$ cat src/rtl/vga_ascii_pkg.sv
// Shared ASCII control codes, printable range and FSM/cursor encodings
// for the character-cell text writer.
package vga_ascii_pkg;

    localparam logic [7:0] ASCII_BS    = 8'h08;
    localparam logic [7:0] ASCII_LF    = 8'h0A;
    localparam logic [7:0] ASCII_FF    = 8'h0C;
    localparam logic [7:0] ASCII_CR    = 8'h0D;
    localparam logic [7:0] ASCII_SPACE = 8'h20;

    localparam logic [7:0] PRINT_MIN   = 8'h20;
    localparam logic [7:0] PRINT_MAX   = 8'h7E;

    typedef enum logic [1:0] {
        CLEAR_ALL = 2'd0,
        IDLE      = 2'd1,
        CLEAR_ROW = 2'd2
    } wr_state_t;

    typedef enum logic [2:0] {
        CUR_HOLD    = 3'd0,
        CUR_ADVANCE = 3'd1,
        CUR_NEWLINE = 3'd2,
        CUR_RETURN  = 3'd3,
        CUR_BACK    = 3'd4,
        CUR_HOME    = 3'd5
    } cursor_cmd_t;

    function automatic logic is_printable(input logic [7:0] code);
        return (code >= PRINT_MIN) && (code <= PRINT_MAX);
    endfunction

endpackage

$ cat src/rtl/char_cursor.sv
// Cursor position registers with advance, newline, return, backspace and
// home moves; rows wrap to the top instead of scrolling.
module char_cursor
    import vga_ascii_pkg::*;
#(
    parameter int NUM_COLS = 80,
    parameter int NUM_ROWS = 60
) (
    input  logic                        clk,
    input  logic                        rst,
    input  cursor_cmd_t                 cmd,
    output logic [$clog2(NUM_ROWS)-1:0] row,
    output logic [$clog2(NUM_COLS)-1:0] col,
    output logic                        at_eol,
    output logic [$clog2(NUM_COLS)-1:0] col_dec
);

    localparam int CW = $clog2(NUM_COLS);
    localparam int RW = $clog2(NUM_ROWS);
    localparam logic [CW-1:0] COL_LAST = CW'(NUM_COLS - 1);
    localparam logic [RW-1:0] ROW_LAST = RW'(NUM_ROWS - 1);

    logic [RW-1:0] next_row;

    // Explicit compare against the last index keeps non-power-of-two sizes in range.
    assign next_row = (row == ROW_LAST) ? '0 : row + 1'b1;
    assign at_eol   = (col == COL_LAST);
    assign col_dec  = col - 1'b1;

    always_ff @(posedge clk) begin
        if (rst) begin
            row <= '0;
            col <= '0;
        end else begin
            case (cmd)
                CUR_ADVANCE: begin
                    if (at_eol) begin
                        col <= '0;
                        row <= next_row;
                    end else begin
                        col <= col + 1'b1;
                    end
                end
                CUR_NEWLINE: begin
                    col <= '0;
                    row <= next_row;
                end
                CUR_RETURN:  col <= '0;
                CUR_BACK: begin
                    if (col != '0) col <= col_dec;
                end
                CUR_HOME: begin
                    row <= '0;
                    col <= '0;
                end
                default: ;
            endcase
        end
    end

endmodule

$ cat src/rtl/char_writer.sv
// Accepts ASCII characters over a valid/ready handshake and turns them into
// registered character-memory writes, including row and screen clears.
module char_writer
    import vga_ascii_pkg::*;
#(
    parameter int NUM_COLS = 80,
    parameter int NUM_ROWS = 60
) (
    input  logic                        clk,
    input  logic                        rst,
    input  logic                        char_val,
    output logic                        char_rdy,
    input  logic [7:0]                  char_data,
    output logic                        wen,
    output logic [$clog2(NUM_ROWS)-1:0] waddr_row,
    output logic [$clog2(NUM_COLS)-1:0] waddr_col,
    output logic [7:0]                  wdata,
    output logic [$clog2(NUM_ROWS)-1:0] cursor_row,
    output logic [$clog2(NUM_COLS)-1:0] cursor_col
);

    localparam int CW = $clog2(NUM_COLS);
    localparam int RW = $clog2(NUM_ROWS);
    localparam logic [CW-1:0] COL_LAST = CW'(NUM_COLS - 1);
    localparam logic [RW-1:0] ROW_LAST = RW'(NUM_ROWS - 1);

    wr_state_t     state, state_nx;
    logic [RW-1:0] clr_row, clr_row_nx;
    logic [CW-1:0] clr_col, clr_col_nx;

    logic          wr_en;
    logic [RW-1:0] wr_row;
    logic [CW-1:0] wr_col;
    logic [7:0]    wr_data;

    cursor_cmd_t   cur_cmd;
    logic          at_eol;
    logic [CW-1:0] col_dec;

    char_cursor #(
        .NUM_COLS (NUM_COLS),
        .NUM_ROWS (NUM_ROWS)
    ) u_cursor (
        .clk     (clk),
        .rst     (rst),
        .cmd     (cur_cmd),
        .row     (cursor_row),
        .col     (cursor_col),
        .at_eol  (at_eol),
        .col_dec (col_dec)
    );

    assign char_rdy = (state == IDLE);

    always_ff @(posedge clk) begin
        if (rst) begin
            state     <= CLEAR_ALL;
            clr_row   <= '0;
            clr_col   <= '0;
            wen       <= 1'b0;
            waddr_row <= '0;
            waddr_col <= '0;
            wdata     <= '0;
        end else begin
            state     <= state_nx;
            clr_row   <= clr_row_nx;
            clr_col   <= clr_col_nx;
            wen       <= wr_en;
            waddr_row <= wr_row;
            waddr_col <= wr_col;
            wdata     <= wr_data;
        end
    end

    always_comb begin
        state_nx   = state;
        clr_row_nx = clr_row;
        clr_col_nx = clr_col;
        wr_en      = 1'b0;
        wr_row     = cursor_row;
        wr_col     = cursor_col;
        wr_data    = ASCII_SPACE;
        cur_cmd    = CUR_HOLD;

        case (state)
            CLEAR_ALL: begin
                wr_en  = 1'b1;
                wr_row = clr_row;
                wr_col = clr_col;
                if (clr_col == COL_LAST) begin
                    clr_col_nx = '0;
                    if (clr_row == ROW_LAST) begin
                        clr_row_nx = '0;
                        state_nx   = IDLE;
                    end else begin
                        clr_row_nx = clr_row + 1'b1;
                    end
                end else begin
                    clr_col_nx = clr_col + 1'b1;
                end
            end

            // Cursor already sits on the row to blank; it holds until IDLE.
            CLEAR_ROW: begin
                wr_en  = 1'b1;
                wr_col = clr_col;
                if (clr_col == COL_LAST) begin
                    clr_col_nx = '0;
                    state_nx   = IDLE;
                end else begin
                    clr_col_nx = clr_col + 1'b1;
                end
            end

            IDLE: begin
                if (char_val) begin
                    if (is_printable(char_data)) begin
                        wr_en   = 1'b1;
                        wr_data = char_data;
                        cur_cmd = CUR_ADVANCE;
                        if (at_eol) state_nx = CLEAR_ROW;
                    end else begin
                        case (char_data)
                            ASCII_LF: begin
                                cur_cmd  = CUR_NEWLINE;
                                state_nx = CLEAR_ROW;
                            end
                            ASCII_CR: cur_cmd = CUR_RETURN;
                            ASCII_BS: begin
                                if (cursor_col != '0) begin
                                    wr_en   = 1'b1;
                                    wr_col  = col_dec;
                                    cur_cmd = CUR_BACK;
                                end
                            end
                            ASCII_FF: begin
                                cur_cmd  = CUR_HOME;
                                state_nx = CLEAR_ALL;
                            end
                            default: ;
                        endcase
                    end
                end
            end

            default: state_nx = CLEAR_ALL;
        endcase
    end

endmodule
$ cat config.mk
export PLATFORM = sky130hd
export DESIGN_NAME = char_writer
export DESIGN_NICKNAME = d
export VERILOG_FILES = /design/src/rtl/vga_ascii_pkg.sv /design/src/rtl/char_cursor.sv /design/src/rtl/char_writer.sv
export SDC_FILE = /design/constraint.sdc
export NUM_CORES = 1
export LEC_CHECK = 0
export ABC_AREA = 1
export CORE_ASPECT_RATIO = 0.8
export CORE_MARGIN = 4
export CORE_UTILIZATION = 47
export DETAILED_ROUTE_END_ITERATION = 8
export PLACE_DENSITY = 0.72
export SLEW_MARGIN = 20
export SYNTH_ARGS = -nofsm -noshare
export SYNTH_HDL_FRONTEND = slang
export SYNTH_SLANG_ARGS = --single-unit
$ cat constraint.sdc
create_clock -name clk -period 5.45 [get_ports clk]
set_clock_uncertainty 0.2 [all_clocks]
set_input_delay 0.545 -clock clk [delete_from_list [all_inputs] [get_ports clk]]
set_output_delay 0.545 -clock clk [all_outputs]
set_load 0.005 [all_outputs]
## Yosys cells after proc, flatten, opt, wreduce, memory -nomap -nowiden

Index checks and enable logic that the tools add are counted.
Widths: inputs -> output; s select.

- $add $sub $neg: 5
- Order comparisons: 2
- Equality and inequality tests: 22
- Mux-type cells: 34
- Bitwise operators: 3
- Reduce and logical (&&, ||, !) cells: 11

Operators by type and width:

| kind | count |
|---|---|
| $mux 6 | 7 |
| $mux 7 | 6 |
| $eq 8x4->1 const B | 4 |
| $pmux 7 s3 | 1 |
| $pmux 6 s3 | 1 |
| $add 7x1->7 const B | 2 |
| $eq 7x7->1 const B | 2 |
| $pmux 7 s2 | 1 |
| $add 6x1->6 const B | 2 |
| $eq 6x6->1 const B | 2 |
| $mux 2 | 6 |
| $mux 3 | 4 |
| $pmux 3 s4 | 1 |
| $ne 2x2->1 const B | 5 |
| $ge 8x6->1 const B | 1 |
| $le 8x7->1 const B | 1 |
| $reduce_bool 7->1 | 1 |
| $sub 7x1->7 const B | 1 |
| $eq 3x2->1 const B | 2 |
| $eq 3x3->1 const B | 2 |
| $pmux 2 s3 | 1 |
| $reduce_and 6->1 | 1 |
| $reduce_bool 3->1 | 2 |
| $mux 1 | 4 |
| other kinds (14) | 17 |

- Register bits after elaboration: 50
- Input port bits: 11
- Logic and storage cells: 87

## Logic depth before layout (Yosys ltp)

Gate-level depths: netlist (run 1).

- Depth in word-level cells: 9
- Mapped depth: 13

## Hierarchy

Synthesis (run 1) repeated with hierarchy kept, for this count alone.

- Cell total of the unflattened synthesis: 427
- Area, all modules: 2881.5 sq um

Modules (own cells, without submodules):

| module | times used | cells an instance | area each (sq um) |
|---|---|---|---|
| char_writer | 1 | 268 | 1901.8 |
| char_cursor | 1 | 159 | 979.7 |

## Worst setup path before layout (run 1)

No wires, ideal clock.

- Kind: input to register
- Start point: in char_data[4]
- End point: reg u_cursor.col[0]
- Data arrival time: 1.580 ns
- Required time: 5.133 ns
- Path slack: 3.553 ns
- Stages: 11
- Path through: nor2_1 nand2_1 inv_1 o21ai_0 nor2_1 inv_1 nand3_2 buf_6 nand2_1 nor2_1 nor2_1

- Word-level cells in the longest chain between the ends: 8

Ends and longest elaborated chain:

| what | RTL line | RTL |
|---|---|---|
| start, declared | char_writer.sv:13 | `input logic [7:0] char_data,` |
| $ge 8x6->1 (tied with other cells) | vga_ascii_pkg.sv:30 | `return (code >= PRINT_MIN) && (code <= PRINT_MAX);` |
| $logic_and 1x1->1 / $pmux 3 s4 (equally long branches) | vga_ascii_pkg.sv:30, char_writer.sv:123 |  |
| $mux 3 (*) | char_writer.sv:117 | `if (is_printable(char_data)) begin` |
| $mux 3 (*) | char_writer.sv:116 | `if (char_val) begin` |
| $mux 3 (*) | char_writer.sv:85 | `case (state)` |
| $eq 3x2->1 / $eq 3x3->1 (equally long branches) | char_cursor.sv:35 | `case (cmd)` |
| $reduce_or 3->1 (no line) | -- |  |
| $pmux 7 s3 / $reduce_bool 3->1 (equally long branches) | -- |  |
| end signal, assigned | char_cursor.sv:41 | `col <= col + 1'b1;` |
| end signal, assigned | char_cursor.sv:50 | `if (col != '0) col <= col_dec;` |
| end, declared | char_cursor.sv:13 | `output logic [$clog2(NUM_COLS)-1:0] col,` |

Every way passes the cells marked *; elsewhere a longest branch is shown, timed or not.
A chain may end at the register's enable or synchronous reset.

## Worst setup path after layout (run 1)

- Start point: reg state[0]
- End point: out char_rdy

- Word-level cells in the longest chain between the ends: 1

Ends and longest elaborated chain:

| what | RTL line | RTL |
|---|---|---|
| start, declared | char_writer.sv:27 | `wr_state_t state, state_nx;` |
| start signal, assigned | char_writer.sv:65 | `state <= state_nx;` |
| $eq 2x1->1 | char_writer.sv:53 | `assign char_rdy = (state == IDLE);` |
| end, declared | char_writer.sv:12 | `output logic char_rdy,` |

Every way passes these cells.

==> reports/qor.csv, run 1 <==
metric,value,unit
cts-root-buf,clkbuf_8,
cellPowerDensity,188.9,mW/mm2
synth_top_cell_area_share,35.86,%
yosys_warnings,0,
arrival,2.01,ns
syn_inst,411,
dp_hpwl,5201,um
grt_pass1_vias,2458,
synth_most_common_cell,nand2_1,
ys.flop_type,dfxtp_1,
antenna_cells,0,
status,finished clean,
seq_area_frac_synth,35.86,%
max_freq,0.3624,GHz
hold_buffers,0,
async_flop_share,0,%
syn2layout_area_growth,21.38,%
place_area,0.003291,mm2
num_vias,2690,
dp_worst_setup_slack,2.702,ns
cp_data_required_time,4.70,ns
slew_violations,0,
core,0.005615,mm2
fin_crit,2.759,ns
power,640.0,uW
ys_ff_latch,50,
avgViaCountPerCell,5.037,
multi_input_area,0.001531,mm2
worst_slew_pin_slew,0.6559,ns
drtIter0Drc,133,
drt_first_pass_iters,6,
antenna_found_initial,0,
synth_compound_area_share,14.30,%
clk_pin_slew,0.10,ns
p_clk_share,36.2,%
gr-total-overflow,0,
synth_common_cells,"nand2_1 (77), nor2_1 (69), dfxtp_1 (50), inv_1 (43), o21ai_0 (28)",
ant_nets,0,
hold_class,register to register,
design_area,0.003388,mm2
critPathKind,register to primary output,
drc_errors,0,
synth_top_area_cell,dfxtp_1,
p_leak,1.360,nW
maxCapViolCount,0,
grt_max_degree,25,
grt_pass1_wl,11750,um
clk_path_buf_depth,2,
yosys.cell_types.count,35,
cts_sinks,50,
startpoint_type,register,
regArea,0.001001,mm2
routed_wl,6797,um
swShare,24.81,%
power_frac_seq,58.2,%
die_w,94.16,um
synthAdderAreaFrac,2.689,%
fill_cells,531,
relSlewSlack,56.23,%
wl_per_cell,12.73,um
drive_gt1_share,9.211,%
cts_setup_buffers,0,
finalSetupViolCount,0,
dp.cells,526,
ys_top_cells_by_area,"dfxtp_1 (36%), nand2_1 (10%), nor2_1 (9.3%), inv_1 (5.8%), o21ai_0 (5.0%)",
syn_area_per_cell,6.792,um2
portBuffers,46,
fin_nets,472,
power.switching,158.8,uW
fin_cells,534,
syn-cell-area,0.002791,mm2
synth_nets,428,
clock_latency,0.31,ns
track_usage,19.64,%
vdd_drop_max,126.7,uV
initial_utilization,49.71,%
floorplan.die.height,76.93,um
hold_violations,0,
rows,24,
p_int,481.2,uW
gp_congestion,0.9285,
muxShareOfSynthArea,0,%
comb_power_share,5.6,%
fin_crit_sh,50.62,%
cts_tree,done,
end_kind,primary output,
synth_top_family_by_area,simple AND/OR/NAND/NOR gates,
whs,0.2938,ns
ioPinCount,47,
cts_buffers,5,
fin_ws,2.691,ns
die_area,0.007244,mm2
ctsResizeCount,0,
critPathMaxFanout,11,
tns,0,ns
synth_xor_area_share,3.451,%
finish.utilization,60.34,%
htreeDepth,2,
synth-edff-count,0,
yosys.area_share.simple,34.29,%
rsz0062_at_grt,false,
## worst max-delay path: stages, from the launching register on
cell and delay [ns]:
dfxtp_1 0.59, nand2_1 0.36, inv_1 0.23, clkdlybuf4s50_1 0.53
## flip-flops by register name (all words and copies together), names as in the netlist
| name | flops |
|---|---|
| state | 2 |
| u_cursor.row | 6 |
| clr_row | 6 |
| waddr_col | 7 |
| waddr_row | 6 |
| wdata | 8 |
| u_cursor.col | 7 |
| clr_col | 7 |
| wen | 1 |
## metal layers
layer / track usage, % / part of all wire (%)
met5: 0 / 0
met4: 3.319 / 0.82
met3: 3.620 / 7.8
met2: 28.68 / 42
met1: 30.15 / 49
## cell families after synthesis
logic type,after synthesis
simple gates,211
compound gates,71
buf+inv,61
flops,50
xor+xnor,11
fa+ha+maj,6
other cells,1
## cell type report
type / count / share of cell area, %
Clock buffer: 5 / 2.031
Tap cell: 78 / 2.880
Inverter: 52 / 5.908
Clock inverter: 3 / 0.8493
Multi-Input combinational cell: 300 / 45.20
Sequential cell: 50 / 29.54
Timing Repair Buffer: 46 / 13.59
## path summary, 6_finish.rpt
path               from         endpoint  slack, ns  cells past startpoint
min          clr_row[0]       clr_row[0]       0.29                      2
min reg2reg  clr_row[0]       clr_row[0]       0.29                      2
max reg2reg    state[0]  u_cursor.col[4]       3.08                      9
max            state[0]         char_rdy       2.69                      3
## layout by cell type (no fill, tap or decap), types with 2 or more instances in the layout
master           Yosys  routed
nor3_1              12      12
clkinv_4             0       2
nand2_2              6       6
o21ai_0             28      28
inv_2                7       7
nand3_2              3       3
xor2_1              10      10
inv_1               43      43
nand2_1             77      77
nor2_4               3       3
nand4_1              2       2
ha_1                 6       6
o21ai_1              2       2
nand2_4              3       3
a21oi_1             27      27
or2_2                3       3
dfxtp_1             50      50
clkbuf_8             0       5
a31oi_1              8       8
nor2_1              69      69
nor2_2               5       5
nand3_1             27      27
clkdlybuf4s50_1      0      46
## power groups by stage
stage               clock network, mW  registers [mW]  logic [mW]
floorplan                           0           0.380      0.0176
global placement                    0           0.381      0.0355
detailed placement                  0           0.381      0.0361
CTS                             0.237           0.372      0.0363
global route                    0.256           0.373      0.0400
finish                          0.232           0.373      0.0359
No activity file was read; power rests on OpenSTA's default activity.
==> inputs of run 2 (changes only) <==
- clock period: 5.45 -> 2.7 ns (I/O delays scaled with it)
==> run 2 against run 1 <==
Clock power grew 140%. Count of clock-buffer cells in the layout unchanged. Register-to-register slack got worse by 2.6 ns. Sequential share of layout area shrank 0.45 points. Via count up 2.6%. Power up 120%. Critical path type unchanged. Critical endpoint unchanged.
==> reports/qor.csv, run 2 (synthesized netlist as in run 1, its figures left out) <==
metric,value,unit
worst_r2r_startpoint,u_cursor.col[1],
hold_violations,0,
slew_violations,0,
routed_wl,7034,um
final_cell_mix,"nand2_1 (77), nor2_1 (69), dfxtp_1 (50), clkdlybuf4s50_1 (46), inv_1 (43)",
min_to,clr_row[0],
drive_gt1_share,10.20,%
syn2layout_area_growth,23.26,%
vdd_drop_max,267.4,uV
die_area,0.007244,mm2
cts_buffers,5,
clk_path_buf_depth,2,
hold_buffers,0,
ant_nets,0,
rows,24,
critPathMaxFanout,10,
fin_nets,477,
rsz0062_at_grt,false,
cts_setup_buffers,0,
min_from,clr_row[0],
power_frac_seq,54.6,%
floorplan.die.height,76.93,um
critical_path_depth,5,
die_w,94.16,um
crit_path_top_delay_cell,dfxtp_1,
worst_slew_pin_slew,0.6587,ns
critPathKind,register to primary output,
dp_hpwl,5303,um
core,0.005615,mm2
ctsResizeCount,0,
clock_latency,0.31,ns
cpLargestDelayFamily,buffers and inverters,
finish.utilization,61.27,%
initial_utilization,49.71,%
holdPathStages,2,
p_int,1.059,mW
wl_per_cell,13.05,um
critical_path.most_common_cell,inv_1,
num_vias,2760,
drt_first_pass_iters,4,
cts_sinks,50,
maxCapViolCount,0,
r2r-end,u_cursor.col[2],
path_cells,"inv_1, nand2_1, buf_4, inv_1, clkdlybuf4s50_1",
drtIter0Drc,143,
max_freq,0.4407,GHz
p_clk_share,39.9,%
final_common_cell,nand2_1,
arrival,1.80,ns
track_usage,20.37,%
critPathMaxStageDelay,0.50,ns
drc_errors,0,
status,finished clean,
fin_crit,2.269,ns
ioPinCount,47,
r2r_cells,12,
power.switching,317.5,uW
gr-total-overflow,0,
end_kind,primary output,
reg2reg_slack,0.53,ns
antenna_cells,0,
gp_congestion,0.8770,
portBuffers,46,
cts-root-buf,clkbuf_8,
largest-register,wdata,
cts_tree,done,
relSlewSlack,55.92,%
grt_pass1_wl,11900,um
p_leak,1.393,nW
cellPowerDensity,400.0,mW/mm2
finalSetupViolCount,0,
antenna_found_initial,0,
swShare,23.07,%
htreeDepth,2,
comb_power_share,5.5,%
fin_crit_sh,84.05,%
grt_pass1_vias,2481,
clk_pin_slew,0.10,ns
hold_class,register to register,
cp_data_required_time,2.23,ns
tns,0,ns
cp_num_buf_inv,4,
largest_register_ffs,8,
startpoint_type,register,
grt_max_degree,18,
avgViaCountPerCell,5.121,
[run 2: cell count changes in the layout (fill, tap and decap cells not counted), sizes merged]
cell	previous run	this run
bufinv	0	1
buf	0	5
clkinv	3	2
[run 2: final cells by class]
type                    count  area [um2]
fillers                   564        2175
multi-input cells         300        1531
flip-flops and latches     50        1001
repair buffers             51       498.0
inverters                  52       200.2
well taps                  78       97.59
clock buffers               5       68.82
clock inverters             3       43.79
[run 2: worst max-delay path by stage]
stage | start | endpoint
after global routing | u_cursor.col[1] | u_cursor.col[3]
after detailed placement | char_data[1] | u_cursor.col[0]
final | state[1] | char_rdy
after floorplan | u_cursor.col[0] | u_cursor.col[0]
after global placement | char_data[1] | u_cursor.col[1]
after CTS | state[1] | char_rdy
[run 2: worst min-delay path, delay by kind of cell (launching register included)]
kind	cells	cell delay, ns
AND/OR/NAND/NOR	1	0.07
flip-flops	1	0.34
AO/OA/AOI/OAI	1	0.05
[run 2: power groups by stage]
| stage | combinational [mW] | sequential, mW | clock, mW |
|---|---|---|---|
| 6_report | 0.0758 | 0.751 | 0.549 |
| 5_1_grt | 0.0844 | 0.753 | 0.584 |
| 4_1_cts | 0.0757 | 0.751 | 0.556 |
| 3_5_place_dp | 0.0755 | 0.769 | 0 |
| 3_3_place_gp | 0.0747 | 0.768 | 0 |
| 2_1_floorplan | 0.0355 | 0.768 | 0 |
[run 2: metrics by stage]
step                      total power, mW  hold slack, ns  instances  cell area (um2)  setup WS [ns]
after floorplan                    0.8034          0.1850        411             2791         0.8142
after global placement             0.8432          0.2754        531             3328         0.2969
after global routing                1.422          0.3335        539             3441         0.3261
final                               1.376          0.2922        539             3441         0.4308
after detailed placement           0.8442          0.2792        531             3328         0.2677
after CTS                           1.383          0.2933        539             3441         0.4282
[run 2: per-layer routing]
metal | GRT usage [%] | vias to the layer above | wire [um]
met4 | 6.061 | 0 | 95
met2 | 29.82 | 71 | 2994
met1 | 30.19 | 1260 | 3585
li1 | - | 1420 | -
met5 | 0 | - | 0
met3 | 3.620 | 9 | 359
==> inputs of run 3 (changes only) <==
- clock period: 2.7 -> 2.1 ns (I/O delays scaled with it)
==> run 3 against run 2 <==
Final cell count rose by 5.6%. Wire length rose by 3.3%. Sequential cell count did not move. First-iteration DRC count rose by 9.8%. Global-route usage rose by 0.56 points. Largest cell class unchanged.
==> reports/qor.csv, run 3 (synthesized netlist as in run 1, its figures left out) <==
metric,value,unit
rsz0062_at_grt,false,
antenna_found_initial,0,
drive_gt1_share,16.70,%
cts_buffers,5,
slew_violations,0,
dp_worst_setup_slack,-0.2205,ns
fin_crit_sh,94.14,%
arrival,1.57,ns
avgViaCountPerCell,5.007,
status,finished clean,
whs,0.2683,ns
num_vias,2849,
fill_cells,513,
cellPowerDensity,485.5,mW/mm2
vdd_drop_max,261.6,uV
cp_data_required_time,1.69,ns
gp_congestion,0.8681,
ant_nets,0,
design_area,0.003685,mm2
core,0.005615,mm2
initial_utilization,49.71,%
relSlewSlack,64.00,%
htreeDepth,2,
routed_wl,7263,um
clk_path_buf_depth,2,
path_cells,"nand2_1, inv_1, clkdlybuf4s50_1",
grt_pass1_wl,12270,um
fin_nets,507,
drtIter0Drc,157,
critical_path_depth,3,
crit_start,state[0],
track_usage,20.92,%
syn2layout_area_growth,32.00,%
cts_sinks,50,
end_kind,primary output,
final_common_cell,nand2_1,
cpLargestDelayFamily,buffers and inverters,
finalSetupViolCount,0,
largest-register,wdata,
cts_tree,done,
worst_r2r_startpoint,u_cursor.col[1],
clk_pin_slew,0.10,ns
grt_pass1_vias,2641,
wl_per_cell,12.76,um
cts-root-buf,clkbuf_8,
cp_num_buf_inv,2,
die_area,0.007244,mm2
r2r-end,waddr_col[6],
startpoint_type,register,
fin_crit,1.977,ns
critPathMaxFanout,5,
largest_register_ffs,8,
max_freq,0.5059,GHz
die_w,94.16,um
gr-total-overflow,0,
worst_slew_pin_slew,0.5394,ns
floorplan.die.height,76.93,um
hold_class,input port to register,
grt_max_degree,17,
min_to,wdata[4],
min_from,char_data[4],
drc_errors,0,
hold_violations,0,
place_area,0.003538,mm2
ioPinCount,47,
fin_ws,0.1231,ns
power,1.789,mW
holdPathStages,3,
critPathKind,register to primary output,
r2r_cells,10,
rows,24,
critPathMaxStageDelay,0.53,ns
drt_first_pass_iters,5,
reg2reg_slack,0.14,ns
crit_path_top_delay_cell,clkdlybuf4s50_1,
dp_hpwl,5589,um
p_leak,1.545,nW
final_cell_mix,"nand2_1 (77), nor2_1 (68), dfxtp_1 (47), clkdlybuf4s50_1 (46), inv_1 (43)",
clock_latency,0.31,ns
antenna_cells,0,
portBuffers,46,
maxCapViolCount,0,
[run 3: worst max-delay path by stage]
stage | endpoint | slack, ns
floorplan | u_cursor.col[0] | 0.21
global placement | u_cursor.col[4] | -0.17
detailed placement | u_cursor.col[4] | -0.22
CTS | char_rdy | 0.003
global route | u_cursor.row[1] | 0.0004
finish | char_rdy | 0.12
[run 3: cell type report]
class,instances,area [um2],area share (%)
Tap cell,78,97.59,2.649
Sequential cell,50,1005,27.27
Clock inverter,3,43.79,1.188
Timing Repair Buffer,81,723.2,19.63
Multi-Input combinational cell,300,1546,41.97
Clock buffer,5,68.82,1.868
Inverter,52,200.2,5.433
[run 3: per-stage QoR]
stage / std cells / utilization, % / TNS (ns)
after floorplan: 411 / - / 0
after global placement: 559 / 63.01 / -1.498
after detailed placement: 559 / 63.01 / -2.019
after CTS: 567 / 65.02 / 0
after global routing: 569 / 65.62 / 0
final: 569 / 65.62 / 0
[run 3: tightest hold or removal path, stage by stage]
cell and delay, ns:
clkdlybuf4s50_1 0.42, inv_1 0.08, nor2_1 0.04
[run 3: timing repair]
action / CTS / global route
gates resized for setup: 0 / 8
setup endpoints to repair: 0 / 17
hold buffers: 0 / 0
setup buffers: 0 / 2
[run 3: power breakdown]
group          total [mW]  switching (mW)  internal, mW
Combinational       0.116          0.0572        0.0585
Sequential          0.964         0.00542         0.959
Clock               0.709           0.352         0.358
[run 3: routing by layer]
layer	GRT usage, %	up-vias	wire length (um)
met5	0	-	0
met4	5.483	0	50
met3	4.599	6	465
met2	31.09	85	3182
met1	30.41	1279	3565
li1	-	1479	-
==> RTL edit: new RTL, flow settings as in run 3 <==
`NUM_ROWS` is set to 60 in 2 places; all go to 120.
--- a/src/rtl/char_cursor.sv
+++ b/src/rtl/char_cursor.sv
@@ -4,7 +4,7 @@
     import vga_ascii_pkg::*;
 #(
     parameter int NUM_COLS = 80,
-    parameter int NUM_ROWS = 60
+    parameter int NUM_ROWS = 120
 ) (
     input  logic                        clk,
     input  logic                        rst,
--- a/src/rtl/char_writer.sv
+++ b/src/rtl/char_writer.sv
@@ -4,7 +4,7 @@
     import vga_ascii_pkg::*;
 #(
     parameter int NUM_COLS = 80,
-    parameter int NUM_ROWS = 60
+    parameter int NUM_ROWS = 120
 ) (
     input  logic                        clk,
     input  logic                        rst,
Ports: changed (resized cursor_row and waddr_row); port bits go from 47 to 49. The function was not compared with the original's and may differ.
==> RTL edit against run 3 <==
Critical path depth stayed put; total power shrank 3.1%; combinational power down 4%; maximum frequency shrank 1.7%; critical path type unchanged; largest cell class unchanged; area after synthesis is 6.7% higher; cell area up 2.3%; non-clock buffer count down 10; routed wire length grew 1.8%; count of clock-buffer cells in the layout is the same; sequential cell count increased by 3; setup slack worse by 0.035 ns; critical endpoint unchanged.
==> RTL edit: results (changes against run 3) <==
| Metric | Value |
|---|---|
| WP data arrival | 1.60 ns (+0.03 ns) |
| Die area | 0.00768 mm2 (+6.0%) |
| Vias in the first global route | 2,814 (+6.6%) |
| Initial antenna violation count | 0 (unchanged) |
| Total track usage | 19.6% (-1.4 points) |
| Hold depth | 2 (-1) |
| Hold EP | clr_col[0]$_SDFFE_PP0N_ |
| Peak fanout along the critical path | 9 (+4) |
| Met2 usage | 31.6% (+0.52 points) |
| Mapped Nets | 451 (+5.4%) |
| Unique masters post-synth | 35 (unchanged) |
| GR Util met1 | 27.1% (-3.3 points) |
| WHS | 0.281 ns (+0.0131 ns) |
| Commonest cells in the netlist | nand2_1 (91), dfxtp_1 (53), nor2_1 (49) |
| Share of layout cells above drive strength 1 | 15.0% (-1.7 points) |
| Final period util | 95.8% (+1.7 points) |
| Grt met3 use | 3.34% (-1.3 points) |
| Leak Pwr | 1.58 nW (+2.3%) |
| Sequential area share after synthesis | 35.6% (-0.23 points) |
| Via density | 5.12 (+2.3%) |
| Sequential Area | 0.00106 mm2 (+5.7%) |
| Root Buffer | clkbuf_8 |
| First-pass GRT wire length | 12.5 mm (+2.2%) |
| Multi-input comb cells | 320 (+6.7%) |
| Layout non-clock buf frac | 17.3% (-2.3 points) |
| DP Cell Count | 578 (+3.4%) |
| Flop2flop setup slack | 0.14 ns (about the same) |
| Post-Syn Instances | 435 (+5.8%) |
| Multi-input combinational cell area | 0.00166 mm2 (+7.6%) |
| Fillers | 555 (+8.2%) |
| Pin count of the biggest net entering global routing | 27 (+10) |
| Synth top area cells | dfxtp_1 (36%), nand2_1 (11%), nor2_1 (6.2%) |
| Worst setup path end | char_rdy |
| VDD IR-drop max | 0.378 mV (+44%) |
| Non-clock inverter total of the final layout | 53 (+1.9%) |
| R2R depth | 8 (-2) |
| Repair and plain buffers | 71 (-12%) |
| Clk cell area share | 2.39% (-0.67 points) |
| IO Port Bufs | 48 (+4.3%) |
| Ant diodes | 0 (unchanged) |
| Crit Reg-Reg Endpoint | state[1]$_SDFFE_PP0P_ |
| Routability congestion estimate | 0.903 (+4.0%) |
| Pwr dens | 460 mW/mm2 (-5.3%) |
| Detailed Place HPWL | 5.74 mm (+2.7%) |
| HP Start | clr_col[0]$_SDFFE_PP0N_ |
| Router iterations before antenna repair | 4 (-1) |
| Fin nets | 520 (+2.6%) |
| Pre-CTS setup slack | -0.0741 ns (+0.146 ns) |
| Routed via count | 3,001 (+5.3%) |
| Register bit total from synthesis | 53 (+6.0%) |
| Wirelength per Cell | 12.6 um (-1.2%) |
| Status | completed |
| Hold Crit Class | flip-flop to flip-flop |
| CLK BUF | 5 (unchanged) |
| Placed cell areas | 0.00367 mm2 (+3.8%) |
| Starting DRT DRC Count | 139 (-11%) |
RTL edit: changes by cell type after synthesis, moves of 4 or more:
cell and change:
nand4_1 +5, nor2_1 -20, a21oi_1 +9, nand2_1 +14
o21ai_1 +6, inv_1 -4
RTL edit: per-layer routing:
layer / routed length [um] / up-vias
met5: 0 / -
met1: 3660 / 1338
met4: 88 / 0
met2: 3180 / 94
li1: - / 1560
met3: 464 / 9
RTL edit: report_power, final:
group | internal, mW | switching, mW
Clock | 0.238 | 0.361
Combinational | 0.0520 | 0.0592
Sequential | 1.02 | 0.00714
RTL edit: critical path, stage by stage, from the launching register on:
cell             delay [ns]
dfxtp_1                0.47
nand2_4                0.15
inv_2                  0.15
clkdlybuf4s50_1        0.53
RTL edit: logic make-up after synthesis:
kind of cell	count (synthesis)	synth area share (%)
other	1	0.126
AOI/OAI and AO/OA	90	16.6
DFF	53	35.6
xor gates and xnor gates	9	2.65
adders and majority gates	5	2.10
and+or+nand+nor	215	34.2
buffers and inverters	62	8.66
